## src/rtl/ahb_pkg.sv

```systemverilog
// Shared AHB-Lite encodings and the default-slave state type used by the
// decoder/mux slice.
package ahb_pkg;

    localparam logic [1:0] HTRANS_IDLE   = 2'b00;
    localparam logic [1:0] HTRANS_BUSY   = 2'b01;
    localparam logic [1:0] HTRANS_NONSEQ = 2'b10;
    localparam logic [1:0] HTRANS_SEQ    = 2'b11;

    localparam logic HRESP_OKAY  = 1'b0;
    localparam logic HRESP_ERROR = 1'b1;

    typedef enum logic [1:0] {
        D_IDLE = 2'd0,
        D_ERR1 = 2'd1,
        D_ERR2 = 2'd2
    } dflt_state_t;

endpackage

```

## src/rtl/ahb_default_slave.sv

```systemverilog
// Default slave for unmapped space: two-cycle ERROR response to NONSEQ/SEQ,
// zero-wait OKAY to IDLE/BUSY, plus a saturating count of rejected transfers.
module ahb_default_slave
    import ahb_pkg::*;
#(
    parameter int CNT_WIDTH = 16
) (
    input  logic                 clk,
    input  logic                 rstn,
    input  logic                 sel,
    input  logic [1:0]           htrans,
    input  logic                 hready,
    output logic                 hreadyout,
    output logic                 hresp,
    output logic [CNT_WIDTH-1:0] err_count
);

    dflt_state_t          r_state;
    dflt_state_t          w_next;
    logic                 w_accept;
    logic [CNT_WIDTH-1:0] r_err_count;

    assign w_accept = hready && sel &&
                      ((htrans == HTRANS_NONSEQ) || (htrans == HTRANS_SEQ));

    always_ff @(posedge clk or negedge rstn) begin
        if (!rstn) begin
            r_state <= D_IDLE;
        end else begin
            r_state <= w_next;
        end
    end

    always_comb begin
        w_next    = r_state;
        hreadyout = 1'b1;
        hresp     = HRESP_OKAY;
        case (r_state)
            D_IDLE: begin
                if (w_accept) w_next = D_ERR1;
            end
            D_ERR1: begin
                hreadyout = 1'b0;
                hresp     = HRESP_ERROR;
                w_next    = D_ERR2;
            end
            D_ERR2: begin
                hresp  = HRESP_ERROR;
                // A pipelined unmapped transfer restarts the ERROR pair directly.
                w_next = w_accept ? D_ERR1 : D_IDLE;
            end
            default: begin
                w_next = D_IDLE;
            end
        endcase
    end

    always_ff @(posedge clk or negedge rstn) begin
        if (!rstn) begin
            r_err_count <= '0;
        end else if (w_accept && (r_err_count != {CNT_WIDTH{1'b1}})) begin
            r_err_count <= r_err_count + CNT_WIDTH'(1);
        end
    end

    assign err_count = r_err_count;

endmodule

```

## src/rtl/ahb_decoder_mux.sv

```systemverilog
// AHB-Lite interconnect slice: address decoder, registered data-phase owner,
// response/read-data mux and a built-in ERROR default slave.
module ahb_decoder_mux
    import ahb_pkg::*;
#(
    parameter int                    ADDR_WIDTH   = 32,
    parameter int                    DATA_WIDTH   = 32,
    parameter int                    SLAVE_NUM    = 4,
    parameter logic [ADDR_WIDTH-1:0] BASE_ADDR    = 32'h4000_0000,
    parameter int                    REGION_SHIFT = 16,
    parameter int                    CNT_WIDTH    = 16,
    localparam int                   DSEL_W       = $clog2(SLAVE_NUM + 1)
) (
    input  logic                            clk,
    input  logic                            rstn,
    input  logic [ADDR_WIDTH-1:0]           haddr,
    input  logic [1:0]                      htrans,
    output logic [SLAVE_NUM:0]              hsel,
    input  logic [SLAVE_NUM-1:0]            slv_hreadyout,
    input  logic [SLAVE_NUM-1:0]            slv_hresp,
    input  logic [SLAVE_NUM*DATA_WIDTH-1:0] slv_hrdata,
    output logic                            hready,
    output logic                            hresp,
    output logic [DATA_WIDTH-1:0]           hrdata,
    output logic [DSEL_W-1:0]               data_sel,
    output logic [CNT_WIDTH-1:0]            err_count
);

    localparam int OFF_W = ADDR_WIDTH - REGION_SHIFT;

    logic [OFF_W-1:0]      w_off;
    logic [DSEL_W-1:0]     w_hsel_idx;
    logic [SLAVE_NUM:0]    w_hsel;
    logic [DSEL_W-1:0]     r_data_sel;
    logic                  w_hready;
    logic                  w_hresp;
    logic [DATA_WIDTH-1:0] w_hrdata;
    logic                  w_def_ready;
    logic                  w_def_resp;
    logic                  w_unused_addr;

    // Offset bits below the region size play no part in slave selection.
    assign w_unused_addr = ^haddr[REGION_SHIFT-1:0];

    // Unsigned subtraction: addresses below BASE_ADDR wrap to a large offset.
    assign w_off = haddr[ADDR_WIDTH-1:REGION_SHIFT] - BASE_ADDR[ADDR_WIDTH-1:REGION_SHIFT];

    always_comb begin
        w_hsel_idx = DSEL_W'(SLAVE_NUM);
        if (w_off < OFF_W'(SLAVE_NUM)) begin
            w_hsel_idx = DSEL_W'(w_off);
        end
        w_hsel = '0;
        for (int i = 0; i <= SLAVE_NUM; i++) begin
            w_hsel[i] = (w_hsel_idx == DSEL_W'(i));
        end
    end

    always_ff @(posedge clk or negedge rstn) begin
        if (!rstn) begin
            r_data_sel <= DSEL_W'(SLAVE_NUM);
        end else if (w_hready) begin
            r_data_sel <= w_hsel_idx;
        end
    end

    always_comb begin
        w_hready = w_def_ready;
        w_hresp  = w_def_resp;
        w_hrdata = '0;
        for (int i = 0; i < SLAVE_NUM; i++) begin
            if (r_data_sel == DSEL_W'(i)) begin
                w_hready = slv_hreadyout[i];
                w_hresp  = slv_hresp[i];
                w_hrdata = slv_hrdata[i*DATA_WIDTH +: DATA_WIDTH];
            end
        end
    end

    ahb_default_slave #(
        .CNT_WIDTH (CNT_WIDTH)
    ) u_default_slave (
        .clk       (clk),
        .rstn      (rstn),
        .sel       (w_hsel[SLAVE_NUM]),
        .htrans    (htrans),
        .hready    (w_hready),
        .hreadyout (w_def_ready),
        .hresp     (w_def_resp),
        .err_count (err_count)
    );

    assign hsel     = w_hsel;
    assign hready   = w_hready;
    assign hresp    = w_hresp;
    assign hrdata   = w_hrdata;
    assign data_sel = r_data_sel;

endmodule

```

## config.mk

```make
export PLATFORM = sky130hd
export DESIGN_NAME = ahb_decoder_mux
export DESIGN_NICKNAME = d
export VERILOG_FILES = /design/src/rtl/ahb_pkg.sv /design/src/rtl/ahb_default_slave.sv /design/src/rtl/ahb_decoder_mux.sv
export SDC_FILE = /design/constraint.sdc
export NUM_CORES = 1
export LEC_CHECK = 0
export CAP_MARGIN = 20
export CORE_MARGIN = 3
export CORE_UTILIZATION = 29
export DETAILED_ROUTE_END_ITERATION = 16
export PLACE_DENSITY_LB_ADDON = 0.2
export SKIP_CTS_REPAIR_TIMING = 1
export SLEW_MARGIN = 20
export SYNTH_ARGS = -nofsm -noshare
export SYNTH_HDL_FRONTEND = slang
export SYNTH_SLANG_ARGS = --single-unit
export TNS_END_PERCENT = 10
```

## constraint.sdc

```tcl
create_clock -name clk -period 2.9 [get_ports clk]
set_clock_uncertainty 0.05 [all_clocks]
set_input_delay 0.435 -clock clk [delete_from_list [all_inputs] [get_ports clk]]
set_output_delay 0.435 -clock clk [all_outputs]
set_load 0.01 [all_outputs]
```

### Word-level counts from Yosys, hierarchy flattened

Index checks and enable logic that the tools add are counted.

* bits in registers: 21
* bits of input ports: 172

* add/sub/neg operators: 2
* magnitude comparators: 1
* equal/unequal tests: 13
* muxes and demuxes: 18
* reductions and logical operators: 8

Operators by type and width (count)
* $mux W32: 4
* $add A16 B1 Y16 const B: 1
* $lt A16 B3 Y1 const B: 1
* $ne A16 B16 Y1 const B: 1
* $sub A16 B15 Y16 const B: 1
* $eq A3 B2 Y1 const B: 4
* $mux W1: 11
* $eq A2 B2 Y1 const B: 3
* $eq A3 B1 Y1 const B: 2
* $logic_not A3 Y1: 2
* $pmux W2 S3: 1
* $eq A3 B3 Y1 const B: 1
* $logic_and A1 B1 Y1: 3
* $mux W3: 1
* $eq A2 B1 Y1 const B: 1
* $logic_not A2 Y1: 1
* $mux W2: 1
* $ne A2 B1 Y1 const B: 1
* $reduce_or A2 Y1: 1
* $logic_or A1 B1 Y1: 1

### Longest topological paths before layout

Gate-level depths: netlist of run 1.

* depth in word-level cells: 10
* gate-level depth with buffers: 9
* mapped depth without buffers: 7

### Hierarchy

From an unflattened synthesis of run 1, not the netlist that was laid out.

* cells, all modules: 195
* area, all modules: 2282.2 um2

Modules (own cells, without submodules)
* ahb_decoder_mux: times used 1, cells each 105, area an instance 1280.0 um2, seq. area each 76.3 um2
* ahb_default_slave: times used 1, cells each 90, area an instance 1002.2 um2, seq. area each 450.4 um2

### Worst setup path after synthesis of run 1

Ideal clock, no wire load.

* path kind: flip-flop to flip-flop
* start point: register r_data_sel[2] (netlist: data_sel[2])
* end point: register u_default_slave.r_err_count[14] (netlist: u_default_slave.err_count[14])
* setup time: 0.125 ns
* data arrival time: 2.010 ns
* data required time: 2.725 ns
* setup slack: 0.715 ns
* cell stages (with the launch flop): 8
* buffers on the path: 2
* cell sequence: dfstp_2 clkbuf_1 nor2_1 a221oi_4 and3_1 buf_6 nand4_2 mux2_4

* cells in the longest elaborated chain, start to end: 8
* elaborated cells on any way between the ends: 11
* those cells by class: eq/ne: 3; mux: 4; reduce/logical: 4

Ends and longest elaborated chain
* start: declaration: line ahb_decoder_mux.sv:34 `logic [DSEL_W-1:0] r_data_sel;`
* start signal: assignment: line ahb_decoder_mux.sv:61 `r_data_sel <= DSEL_W'(SLAVE_NUM);`
* start signal: assignment: line ahb_decoder_mux.sv:63 `r_data_sel <= w_hsel_idx;`
* $logic_not A3 Y1: line ahb_decoder_mux.sv:72 `if (r_data_sel == DSEL_W'(i)) begin`
* $mux W1 (3 in a row): line ahb_decoder_mux.sv:72
* $mux W1 (*): line ahb_decoder_mux.sv:72
* named net hready: line ahb_decoder_mux.sv:22 `output logic hready,`
* $logic_and A1 B1 Y1 (*) (2 in a row): line ahb_default_slave.sv:23 `assign w_accept = hready && sel &&`
* $logic_and A1 B1 Y1 (*): line ahb_default_slave.sv:61 `end else if (w_accept && (r_err_count != {CNT_WIDTH{1'b1}})) begin`
* end signal: assignment: line ahb_default_slave.sv:62 `r_err_count <= r_err_count + CNT_WIDTH'(1);`
* end: declaration: line ahb_default_slave.sv:21 `logic [CNT_WIDTH-1:0] r_err_count;`

Mark *: on every way through the listed nets, which the timed path passes. The rest lies on a longest branch.
A chain may end at the register's enable or synchronous reset.

### Final worst setup path of run 1

* start point: register r_data_sel[0] (netlist: data_sel[0])
* end point: output hrdata[24]

* cells in the longest elaborated chain, start to end: 5
* elaborated cells on any way between the ends: 8
* those cells by class: eq/ne: 3; mux: 4; reduce/logical: 1

Ends and longest elaborated chain
* $logic_not A3 Y1: line ahb_decoder_mux.sv:72
* $mux W32 (3 in a row): line ahb_decoder_mux.sv:72
* $mux W32 (*): line ahb_decoder_mux.sv:72
* end: declaration: line ahb_decoder_mux.sv:24 `output logic [DATA_WIDTH-1:0] hrdata,`

Every way passes the cells marked *; elsewhere a longest branch is shown, timed or not.

==> results.cfg, run 1 <==
[placed_design]
gp_congestion = 0.783
place_hpwl_mm = 7.75
numPortBuffers = 212
dpl-instance-area_sq_um = 4460
place_ws_ns = 0.181

[timing]
fmax_mhz = 362
rsz0062_at_grt = true
fin_crit_ns = 2.76
hold_viol = 0
slew_headroom_pct = 67.3
holdWs_ns = 0.454
period_share_pct = 95.3
max_slew.worst_pin.slew_ns = 0.490
finalSetupViolations = 0
fin_ws_ns = 0.137
slew_viol_final = 0

[clock_network]
clock_latency_ns = 0.26
clock-sinks = 21
cts_root_buffer = clkbuf_8
ctsLongestPathBuffers = 2
cts-buffers-inserted = 3
cts_tree = yes
htree_levels = 1
path_clk_slew_ns = 0.08

[worst_setup_path]
cp_data_arrival_time_ns = 2.28
r2r_start = data_sel[0]$_DFFE_PN0P_
rrSetupSlack_ns = 0.37
endpoint_kind = primary output
path_cells = buf_4 -> mux4_2 -> nor2b_1 -> clkdlybuf4s50_1
r2r-end = u_default_slave.err_count[14]$_DFFE_PN0P_
critical_path_class = reg -> out
ff2ff_path_depth = 6
required_ns = 2.41
crit_path_start_kind = flip-flop
crit_fanout = 13
slowest_delay_ns = 0.58
cp_slowest_cell = dfrtp_4

[power]
power_leakage_nw = 1.66
max-vdd-ir-drop_mv = 0.484
powerDensity_nw_per_um2 = 356

[hold_path]
whs_path_depth = 1
hold_class = reg -> reg
min_from = u_default_slave.err_count[10]$_DFFE_PN0P_
hold_path_end = u_default_slave.err_count[10]$_DFFE_PN0P_

[floorplan]
num_io_pins = 230
rows = 31
die_area_sq_um = 8650
dieWidth_microns = 93.0
die-height_microns = 93.0
initial_core_util_pct = 30.1
fp.coreArea_sq_um = 7290

[logic_synthesis]
synth_edf_count = 0
synth_cell_types = 33
avgSynthCellArea_sq_um = 11.8
syn-num-nets = 364
ys_async_sr_fraction_pct = 100
synth_area_sq_um = 2190
netlist_instances = 186
synth_seq_cells = 21
ys_seq_area_share_pct = 24.0
synth-main-ff-cell = dfrtp_1
ys_warn_count = 0

[grt]
grt_pass1_vias = 2488
antenna_found_initial = 0
grt_pass1_wl_mm = 13.6
grt_start_max_net_pins = 23
grt_usage_pct = 19.9
gr-total-overflow = 0

[status]
status = finished clean

[final_layout]
n_antenna_cell = 0
final_area_sq_um = 4510
drive_above_1_share_pct = 15.0
finalNetCount = 578
area_growth_pct = 106

[drt]
vias = 2458
drc = 0
drtPass1Iterations = 4
wl_mm = 9.05
drt-initial-drc-count = 64
ant_nets = 0
viasPerCell = 4.94
wl_per_cell_microns = 18.2

[run]
maxCapViolations = 0
==> layout make-up <==
type                            instances  area [sq um]
Sequential cell                        21           531
Timing Repair Buffer                  225          2230
Multi-Input combinational cell        143          1560
Fill cell                             621          2780
Clock inverter                          1          5.00
Clock buffer                            3          41.3
Inverter                                6          22.5
Tap cell                               99           124
==> cells in the mapped netlist (3+ instances only) <==
cell type	n	area (sq um)
clkbuf_1	8	30.0
xnor2_1	14	123
dfrtp_1	20	500
nor2b_1	33	206
nand3_1	7	35.0
nand4_1	8	50.1
nor3_1	4	20.0
ha_1	6	75.1
nor2_1	4	15.0
buf_6	3	33.8
and3_1	10	62.6
inv_1	6	22.5
and2_1	3	18.8
mux4_2	33	743
buf_2	3	15.0
mux2_2	3	33.8
==> layer usage <==
metal  vias to the layer above  track usage (%)  share of wire, %
li1                       1134                -                 -
met3                        16             4.91               9.5
met5                         -                0                 0
met2                       120             34.7                51
met4                         0             5.37               2.3
met1                      1188             24.4                37
==> worst max-delay path by stage <==
stage,startpoint,endpoint,slack [ns]
final,data_sel[0]$_DFFE_PN0P_,hrdata[24],0.14
after global routing,haddr[31],hsel[3],-0.008
after CTS,data_sel[0]$_DFFE_PN0P_,hrdata[24],0.02
after detailed placement,haddr[27],hsel[1],0.18
after global placement,haddr[27],hsel[3],0.20
after floorplan,data_sel[2]$_DFFE_PN1P_,u_default_slave.err_count[14]$_DFFE_PN0P_,0.72
==> report_power, final <==
| part | switching, mW | internal (mW) |
|---|---|---|
| sequential | 0.0886 | 0.358 |
| clock | 0.0962 | 0.0956 |
| combinational | 0.364 | 0.605 |
==> critical path, delay by kind of cell, from the launching register on <==
kind | cells | cell delay, ns
buf+inv | 2 | 0.76
flops | 1 | 0.58
mux | 1 | 0.51
simple gates | 1 | 0.15
==> state kept, by name (all words and copies together), names as in the netlist <==
register                   count
u_default_slave.r_state        2
data_sel                       3
u_default_slave.err_count     16
==> cell families after synthesis <==
| group | count (synthesis) | share of synthesized area (%) |
|---|---|---|
| fa+ha+maj | 6 | 3.42 |
| mux | 40 | 37.5 |
| simple gates | 77 | 21.5 |
| compound gates | 6 | 2.79 |
| flops | 21 | 24.0 |
| xor+xnor | 14 | 5.59 |
| buf+inv | 22 | 5.19 |
==> stage by stage <==
| stage | utilization, % | total power [mW] | setup TNS, ns | std cells |
|---|---|---|---|---|
| after floorplan | - | 0.832 | 0 | 186 |
| after global placement | 61.2 | 1.41 | 0 | 494 |
| after detailed placement | 61.2 | 1.43 | 0 | 494 |
| after CTS | 61.8 | 1.63 | 0 | 498 |
| after global routing | 61.9 | 1.71 | -0.00849 | 498 |
| final | 61.9 | 1.61 | 0 | 498 |
==> placed cells by master, fill, tap and decap left out, types with 4 or more instances in the layout <==
cell / instances
nor2_1: 4
nor2b_1: 33
nand3_1: 7
nand4_1: 8
and3_1: 10
buf_4: 12
mux4_2: 33
inv_1: 6
xnor2_1: 14
clkdlybuf4s50_1: 212
dfrtp_1: 19
ha_1: 6
Note: power is estimated with default switching activity, not from simulation.
==> inputs of run 2 (changes only) <==
--- a/config.mk
+++ b/config.mk
@@ -5,6 +5,7 @@
 export SDC_FILE = /design/constraint.sdc
 export NUM_CORES = 1
 export LEC_CHECK = 0
+export ABC_AREA = 0
 export CAP_MARGIN = 20
 export CORE_MARGIN = 3
 export CORE_UTILIZATION = 29
==> results of run 2 <==
Same layout as run 1: the final DEF is identical, and so are final timing and power.
